**config.mk**
```make
export PLATFORM = sky130hd
export DESIGN_NAME = fp_to_int
export DESIGN_NICKNAME = d
export VERILOG_FILES = /design/src/rtl/fp_to_int.sv
export SDC_FILE = /design/constraint.sdc
export NUM_CORES = 1
export LEC_CHECK = 0
export ABC_AREA = 1
export CAP_MARGIN = 20
export CORE_ASPECT_RATIO = 1.2
export CORE_MARGIN = 2
export CORE_UTILIZATION = 53
export CTS_CLUSTER_SIZE = 24
export DETAILED_ROUTE_END_ITERATION = 10
export GPL_TIMING_DRIVEN = 0
export PLACE_DENSITY = 0.76
export SLEW_MARGIN = 30
export SYNTH_ARGS = -nofsm -noshare
export SYNTH_HDL_FRONTEND = slang
export SYNTH_SLANG_ARGS = --single-unit
```
**constraint.sdc**
```tcl
create_clock -name clk -period 2.4 [get_ports clk]
set_input_delay 0.72 -clock clk [delete_from_list [all_inputs] [get_ports clk]]
set_output_delay 0.72 -clock clk [all_outputs]
set_load 0.1 [all_outputs]
```
**src/rtl/fp_to_int.sv**
```systemverilog
// rtl/fp_to_int.sv - three-stage IEEE-754 single to signed int32 converter, truncating toward zero
module fp_to_int (
    input  logic        clk,
    input  logic        rst,
    input  logic        in_valid,
    output logic        in_ready,
    input  logic [31:0] in_data,
    output logic        out_valid,
    input  logic        out_ready,
    output logic [31:0] out_data,
    output logic        out_invalid,
    output logic        out_inexact
);

    logic        r1, r2, r3;

    logic        v1_q, s1_q, nan1_q, inf1_q, small1_q;
    logic [7:0]  e1_q;
    logic [23:0] m1_q;

    logic        v2_q, s2_q, nan2_q, ovf2_q, inexact2_q;
    logic [31:0] mag2_q;

    logic        v3_q, invalid3_q, inexact3_q;
    logic [31:0] data3_q;

    logic [31:0] mag_d, data_d, m_ext, lost_mask;
    logic [7:0]  lsh, rsh;
    logic        ovf_d, inexact_d, invalid_d, inexact3_d;

    // Each stage may advance when it is empty or the stage below is moving.
    assign r3       = !v3_q || out_ready;
    assign r2       = !v2_q || r3;
    assign r1       = !v1_q || r2;
    assign in_ready = r1;

    always_ff @(posedge clk or negedge rst) begin
        if (!rst) begin
            v1_q     <= 1'b0;
            s1_q     <= 1'b0;
            nan1_q   <= 1'b0;
            inf1_q   <= 1'b0;
            small1_q <= 1'b0;
            e1_q     <= '0;
            m1_q     <= '0;
        end else if (r1) begin
            v1_q     <= in_valid;
            s1_q     <= in_data[31];
            e1_q     <= in_data[30:23];
            m1_q     <= {in_data[30:23] != 8'd0, in_data[22:0]};
            nan1_q   <= (in_data[30:23] == 8'hFF) && (in_data[22:0] != 23'd0);
            inf1_q   <= (in_data[30:23] == 8'hFF) && (in_data[22:0] == 23'd0);
            small1_q <= in_data[30:23] < 8'd127;
        end
    end

    // Binary point sits 23 bits up in m, so exponent 150 means an unshifted integer.
    always_comb begin
        mag_d     = '0;
        inexact_d = 1'b0;
        ovf_d     = 1'b0;
        m_ext     = {8'd0, m1_q};
        lsh       = e1_q - 8'd150;
        rsh       = 8'd150 - e1_q;
        lost_mask = ~(32'hFFFF_FFFF << rsh[4:0]);
        if (nan1_q) begin
            mag_d = '0;
        end else if (small1_q) begin
            inexact_d = (e1_q != 8'd0) || (m1_q[22:0] != 23'd0);
        end else if (e1_q >= 8'd158) begin
            ovf_d = inf1_q || !(s1_q && (e1_q == 8'd158) && (m1_q[22:0] == 23'd0));
            if (!ovf_d) begin
                mag_d = 32'h8000_0000;
            end
        end else if (e1_q >= 8'd150) begin
            mag_d = m_ext << lsh[3:0];
        end else begin
            mag_d     = m_ext >> rsh[4:0];
            inexact_d = |(m_ext & lost_mask);
        end
    end

    always_ff @(posedge clk or negedge rst) begin
        if (!rst) begin
            v2_q       <= 1'b0;
            s2_q       <= 1'b0;
            nan2_q     <= 1'b0;
            ovf2_q     <= 1'b0;
            inexact2_q <= 1'b0;
            mag2_q     <= '0;
        end else if (r2) begin
            v2_q       <= v1_q;
            s2_q       <= s1_q;
            nan2_q     <= nan1_q;
            ovf2_q     <= ovf_d;
            inexact2_q <= inexact_d;
            mag2_q     <= mag_d;
        end
    end

    always_comb begin
        data_d     = s2_q ? (32'd0 - mag2_q) : mag2_q;
        invalid_d  = 1'b0;
        inexact3_d = inexact2_q;
        if (nan2_q) begin
            data_d     = 32'h8000_0000;
            invalid_d  = 1'b1;
            inexact3_d = 1'b0;
        end else if (ovf2_q) begin
            data_d     = s2_q ? 32'h8000_0000 : 32'h7FFF_FFFF;
            invalid_d  = 1'b1;
            inexact3_d = 1'b0;
        end
    end

    always_ff @(posedge clk or negedge rst) begin
        if (!rst) begin
            v3_q       <= 1'b0;
            data3_q    <= '0;
            invalid3_q <= 1'b0;
            inexact3_q <= 1'b0;
        end else if (r3) begin
            v3_q       <= v2_q;
            data3_q    <= data_d;
            invalid3_q <= invalid_d;
            inexact3_q <= inexact3_d;
        end
    end

    assign out_valid   = v3_q;
    assign out_data    = data3_q;
    assign out_invalid = invalid3_q;
    assign out_inexact = inexact3_q;

endmodule
```
==> summary.md, run 1 <==
| Metric | Value |
|---|---|
| Status | finished clean |
| Worst-Skew Late Latency | approximately 0.37 ns |
| Power Dens Cells | between 1000 and 1500 nW/um^2 |
| Synthesized flop and latch total | 109 |
| Die outline width | roughly 120 um |
| HPWL Detailed | 21700 um |
| Worst reg-to-reg path cell count | 10 |
| Initial antenna violation count | 0 |
| Largest cells by area after synthesis | dfrtp_1 35%, nand2_1 18%, o21ai_0 11%, nand3_1 6.0%, inv_1 4.4% |
| Synth warn | 0 |
| Largest net degree at the start of global routing | between 70 and 80 |
| CP Launch Type | register |
| Sw Share | a little over half |
| DR WL/cell | between 15 and 20 um |
| Core area | 14500 sq um |
| Worst hold path class | in2async |
| Layout cell share with drive strength beyond 1 | between 10% and 20% |
| H-tree Lvls | 3 |
| R2R Setup Slk | just over 0.008 ns |
| Maximum clock rate | between 400 and 500 MHz |
| Net Sw Power | just over 5 mW |
| Worst Skew | about 0.011 ns |
| Gate Count Post-Synth | ~1200 |
| Via count | between 8000 and 9000 |
| Final Hold Violating Endpoints | 0 |
| DRT Wirelength | around 27000 um |
| Slew HR | approximately 36% |
| VDD IR max | about 0.46 mV |
| Die area | 15800 sq um |
| Initial DRC count | roughly 730 |
| DRC errors left | 0 |
| Reg-to-Reg Start | e1_q[0] |
| Antenna Violating Nets Remaining | 0 |
| GPL Wtd Cong | 1.04 |
| CTS Buffer Depth | 2 |
| CTS tree | built |
| Sequential cell area fraction in the yosys report | about 35% |
| Core Rows | 48 |
| Clock power share | 17.1% |
| Tightest Pin Transition | between 0.9 and 1 ns |
| Max-slew violations | 0 |
| Cell taking the most area after synthesis | dfrtp_1 |
| Combinational share of power | 57.1% |
| Post-synthesis cell type count | 52 |
| First-pass GRT wire length | roughly 43000 um |
| DR vias/cell | 5.78 |
| Hold Slack | around 0.36 ns |
| Seq pwr share | around a quarter |
| Period utilisation layout | 99.7% |
| Vias in the first global route | 8257 |
| Gr ovfl total | 0 |
| Final setup vio count | 0 |
| CTS root buf | clkbuf_16 |
| DIE HEIGHT | 137 um |
| Max-cap violations | 0 |
| Io pins | 72 |
| Final setup TNS | 0 ns |
| Critical Path Fanout Max | 10 |
| DRT Pass-1 Iters | 6 |
| # nets final | roughly 1300 |
| CTS sink count | 109 |
| Hold_buf cts | 0 |
| Critical Path End Type | register |
| Avg Cell Area, Syn | 6.58 sq um |
| Fin crit period | roughly 2.4 ns |
| FFs w/ async S/R, synth | 100% |
| Post-Syn Area | 7870 sq um |
| RSZ-0062 raised after global routing | true |
| All-Layer GR Usage | between 30 and 40% |
| Critical path class | reg2reg |
| Worst EP arrival | between 2 and 3 ns |
| Int Pwr | 4.63 mW |
| EDFF count, synth | 0 |
| Synth-to-Final Area Change | 23.5% |
| Worst EP required | 2.63 ns |
| Pre-CTS setup slack | -1.81 ns |
| Syn Nets | between 1000 and 1500 |
| RR Endpoint | mag2_q[16] |
| P_leak | 4.69 nW |
| Power Total | around 9.8 mW |
| Inserted Diodes | 0 |
| Predominant post-synthesis flop cell | dfrtp_1 |
| Top-area cell type share of the netlist area | roughly 35% |
| Initial core utilization | approximately 54% |
| I/O Buffers | 71 |
| Cts bufs inserted | 9 |
| Final worst slack | approximately 0.008 ns |
| Clock transition at path regs | around 0.070 ns |
[state kept, by name, summed over array words and instances (netlist names), 8 cells and up]
name      cells
e1_q          8
m1_q         24
out_data     32
mag2_q       32
[worst max-delay path, cell delays in order (launching register included)]
cell      delay [ns]
dfrtp_1         0.42
buf_6           0.15
buf_12          0.12
buf_4           0.16
buf_4           0.17
o21bai_1        0.33
mux2i_1         0.16
o21ai_0         0.41
nand2_1         0.13
nand3_1         0.12
o21ai_0         0.08
[synthesized netlist by cell type (2+ instances only)]
cell / count
a21oi_1: 44
a22o_1: 8
a22oi_1: 2
a31oi_1: 3
buf_1: 6
buf_2: 19
buf_4: 8
buf_6: 5
clkbuf_1: 25
dfrtp_1: 109
ha_1: 9
inv_1: 93
inv_2: 13
inv_4: 2
mux2i_1: 7
nand2_1: 372
nand2_2: 4
nand3_1: 94
nand3_2: 2
nand3b_1: 3
nand4_1: 14
nor2_1: 79
nor2_2: 6
nor3_1: 16
nor3_2: 3
nor4_1: 12
o2111ai_1: 2
o211ai_1: 8
o21ai_0: 172
o21ai_1: 10
o21bai_1: 2
o221ai_1: 5
o22ai_1: 12
o31ai_1: 3
or2_2: 6
[what timing repair did]
item                       in CTS  in global routing
gates resized for setup        97                106
pin swaps                       6                 28
cloned                          0                  2
setup endpoints to repair     115                 34
buffers inserted                4                 11
[how the worst max path moves through the flow]
stage,depth (start not counted),to,from
final,10,mag2_q[16],e1_q[0]
after global routing,12,mag2_q[7],e1_q[1]
after CTS,9,in_ready,out_valid
after detailed placement,10,in_ready,out_ready
after global placement,1,out_valid,rst
after floorplan,8,in_ready,out_ready
[power groups by stage]
stage | clock network [mW] | registers [mW] | logic [mW]
2_1_floorplan | 0 | 4.01 | 2.34
4_1_cts | 1.69 | 2.50 | 5.20
5_1_grt | 1.75 | 2.56 | 5.99
3_5_place_dp | 0 | 2.54 | 5.22
6_report | 1.67 | 2.51 | 5.57
3_3_place_gp | 0 | 2.53 | 5.17
[through the flow]
step                      std cells  cell area, sq um  utilization (%)
after CTS                      1486              9300             64.3
final                          1498              9720             67.2
after detailed placement       1467              8860             61.2
after global placement         1466              8840             61.1
after global routing           1498              9720             67.2
after floorplan                1195              7880                -
[layer usage]
metal  share of wire (%)  global-route usage, %  vias to the layer above
met5                   0                      0                        -
met4                 8.5                   29.9                        0
met3                 4.3                   4.62                      124
met2                  50                   61.8                      374
met1                  38                   38.8                     3969
li1                    -                      -                     4196
[placed cells by master, fill, tap and decap left out, types with 7 or more instances in the layout]
cell	Yosys	layout
clkbuf_1	25	14
nor2_1	79	78
nand4_1	14	14
a22o_1	8	8
nand2_1	372	357
a21oi_1	44	44
buf_4	8	25
o211ai_1	8	8
inv_2	13	11
buf_6	5	7
nand3_1	94	90
clkbuf_2	0	8
nor4_1	12	12
clkbuf_16	0	11
dlygate4sd2_1	0	35
o22ai_1	12	9
dfrtp_1	109	106
nor3_1	16	16
clkdlybuf4s50_1	0	33
o21ai_0	172	139
o21ai_1	10	29
inv_1	93	90
buf_2	19	11
nand2_2	4	15
o21ai_2	1	14
[layout make-up]
class	count	area, sq um
Clock buffer	9	225
Timing Repair Buffer	89	887
Tap cell	200	250
Inverter	109	439
Clock inverter	7	108
Fill cell	1321	4750
Sequential cell	109	2730
Buffer	61	412
Multi-Input combinational cell	914	4660
[logic make-up (layout without fill, tap and decap cells)]
logic type | after synthesis | in the layout | share of synthesized area [%]
xor+xnor | 2 | 2 | 0.318
mux | 7 | 7 | 0.890
buf+inv | 172 | 275 | 9.43
fa+ha+maj | 9 | 9 | 1.43
flops | 109 | 109 | 34.7
compound gates | 282 | 282 | 19.9
simple gates | 614 | 614 | 33.3
Power figures use the tool's default switching activity.
==> inputs of run 2 (changes only) <==
- CORE_UTILIZATION: 53 -> 60
- PLACE_DENSITY: 0.76 -> 0.82
- clock period: 2.4 -> 3.1 ns (I/O delays scaled with it)
==> summary.md, run 2 (synthesis gave the netlist of run 1 again) <==
| Metric | Value |
|---|---|
| Status | finished clean |
| Final cell count without fillers | 1447 (-3.4%) |
| First-pass GRT wire length | 42800 um (-0.42%) |
| HPWL Detailed | 21700 um (-0.32%) |
| Inserted Diodes | 0 (unchanged) |
| Final setup TNS | 0 ns (unchanged) |
| Fin crit period | about 3.0 ns |
| Most frequent cells in the layout | 372 x nand2_1, 169 x o21ai_0, 107 x dfrtp_1, 94 x nand3_1, 93 x inv_1 |
| DRT Wirelength | 26900 um (-1.6%) |
| Fillers | 1049 (-21%) |
| Io pins | 72 (unchanged) |
| Layout cell share with drive strength beyond 1 | 7.72% (-5.8 points) |
| CP Launch Type | primary input |
| P_leak | 4.38 nW (-6.5%) |
| Critical Path Fanout Max | 18 (+8) |
| GPL Wtd Cong | 1.01 (-2.6%) |
| Worst Skew | 0.0156 ns (+0.00494 ns) |
| Hold Slack | 0.454 ns (+0.0976 ns) |
| I/O Buffers | 71 (unchanged) |
| Worst EP required | 2.17 ns (-0.46 ns) |
| Critical path class | in2out |
| DR vias/cell | 6.08 (+5.2%) |
| Die outline width | 109 um (-5.8%) |
| Initial DRC count | 803 (+9.5%) |
| All-Layer GR Usage | 40.0% (+4.2 points) |
| Maximum clock rate | around 330 MHz |
| Worst-Skew Late Latency | 0.37 ns (about the same) |
| Power Total | 7.34 mW (-25%) |
| Core Rows | 45 (-6.3%) |
| Synth-to-Final Area Change | 16.4% |
| Tightest Pin Transition | 0.974 ns (+0.00622 ns) |
| H-tree Lvls | 3 (unchanged) |
| VDD IR max | 0.700 mV (+51%) |
| CTS root buf | clkbuf_16 |
| Clock transition at path regs | 0.07 ns (about the same) |
| Critical path startpoint | out_ready |
| Hold_buf cts | 0 (unchanged) |
| Worst EP arrival | 2.07 ns (-0.55 ns) |
| CTS sink count | 109 (unchanged) |
| # nets final | 1323 (-1.1%) |
| Slew HR | 34.9% (-0.87 points) |
| Max-cap violations | 0 (unchanged) |
| Core area | 12700 sq um (-12%) |
| Initial antenna violation count | 0 (unchanged) |
| Final setup vio count | 0 (unchanged) |
| R2R Setup Slk | 0.17 ns (+0.16 ns) |
| DR WL/cell | 18.6 um (+1.8%) |
| Placed Cells | 1431 (-2.5%) |
| Critical Path End Type | output pin |
| RSZ-0062 raised after global routing | false |
| Worst reg-to-reg path cell count | 13 (+3) |
| DRT Pass-1 Iters | 8 (+2) |
| Max-slew violations | 0 (unchanged) |
| Reg-to-Reg Start | e1_q[1] |
| Power Dens Cells | 801 nW/um^2 (-20%) |
| Antenna Violating Nets Remaining | 0 (unchanged) |
| Period utilisation layout | between 90% and 100% |
| Vias in the first global route | 8358 (+1.2%) |
| Most common cell after layout, fill and taps aside | nand2_1 |
| Largest net degree at the start of global routing | 75 (+5.6%) |
| DIE HEIGHT | 129 um (-5.8%) |
| Via count | 8801 (+1.6%) |
| Initial core utilization | 61.8% (+7.5 points) |
| CTS Buffer Depth | 2 (unchanged) |
| CTS tree | built |
| Cts bufs inserted | 9 (unchanged) |
| Die area | 14100 sq um (-11%) |
| RR Endpoint | mag2_q[18] |
| Gr ovfl total | 0 (unchanged) |
| Final Hold Violating Endpoints | 0 (unchanged) |
| Worst hold path class | in2async |
| DRC errors left | 0 (unchanged) |
run 2: cell types whose count changed in the layout (fill, tap and decap cells not counted), sizes merged:
cell           change
clkdlybuf4s50     +35
dlygate4sd2       -34
buf               -15
bufinv             -1
clkbuf             -1
clkinvlp           +1
run 2: report_power, final:
part           internal, mW  switching (mW)
Sequential             1.71           0.243
Clock                 0.641           0.599
Combinational          1.09            3.05
Total                  3.45            3.89
run 2: final cells by class:
class / count / area (sq um) / area share (%)
plain buffers: 61 / 322 / 3.51
well taps: 164 / 205 / 2.24
multi-input cells: 914 / 4410 / 48.1
flip-flops and latches: 109 / 2730 / 29.8
inverters: 109 / 423 / 4.62
clock buffers: 9 / 225 / 2.46
clock inverters: 7 / 85.1 / 0.929
repair buffers: 74 / 763 / 8.33
run 2: worst max path at each step:
stage,to,cells past startpoint
after floorplan,in_ready,8
after global placement,out_valid,1
after detailed placement,in_ready,10
after CTS,mag2_q[18],13
after global routing,in_ready,8
final,in_ready,8
run 2: through the flow:
| step | util (%) | setup slack (ns) | cell area [sq um] |
|---|---|---|---|
| after global routing | 72.0 | 0.0420 | 9160 |
| after global placement | 69.1 | -3.17 | 8790 |
| after floorplan | - | 0.107 | 7870 |
| after detailed placement | 69.3 | -1.58 | 8820 |
| after CTS | 72.0 | 0.0461 | 9160 |
| final | 72.0 | 0.0994 | 9160 |
run 2: critical path, stage by stage:
cell,delay (ns)
dlygate4sd2_1,0.26
nor2_4,0.11
inv_2,0.08
nor2_4,0.16
inv_4,0.09
nor2_4,0.17
inv_6,0.09
buf_12,0.18
run 2: repair_timing:
item	CTS	global route
pin swaps	3	0
gates resized for setup	16	8
endpoints found under the setup margin	3	15
buffers inserted	2	0
run 2: routing by layer:
metal | share of wire [%] | up-vias | wire [um] | global-route usage, %
met5 | 0 | - | 0 | 0
met4 | 8.3 | 0 | 2220 | 29.7
met2 | 49 | 467 | 13300 | 69.3
met1 | 35 | 4044 | 9510 | 43.4
li1 | - | 4155 | - | -
met3 | 6.9 | 135 | 1840 | 7.14
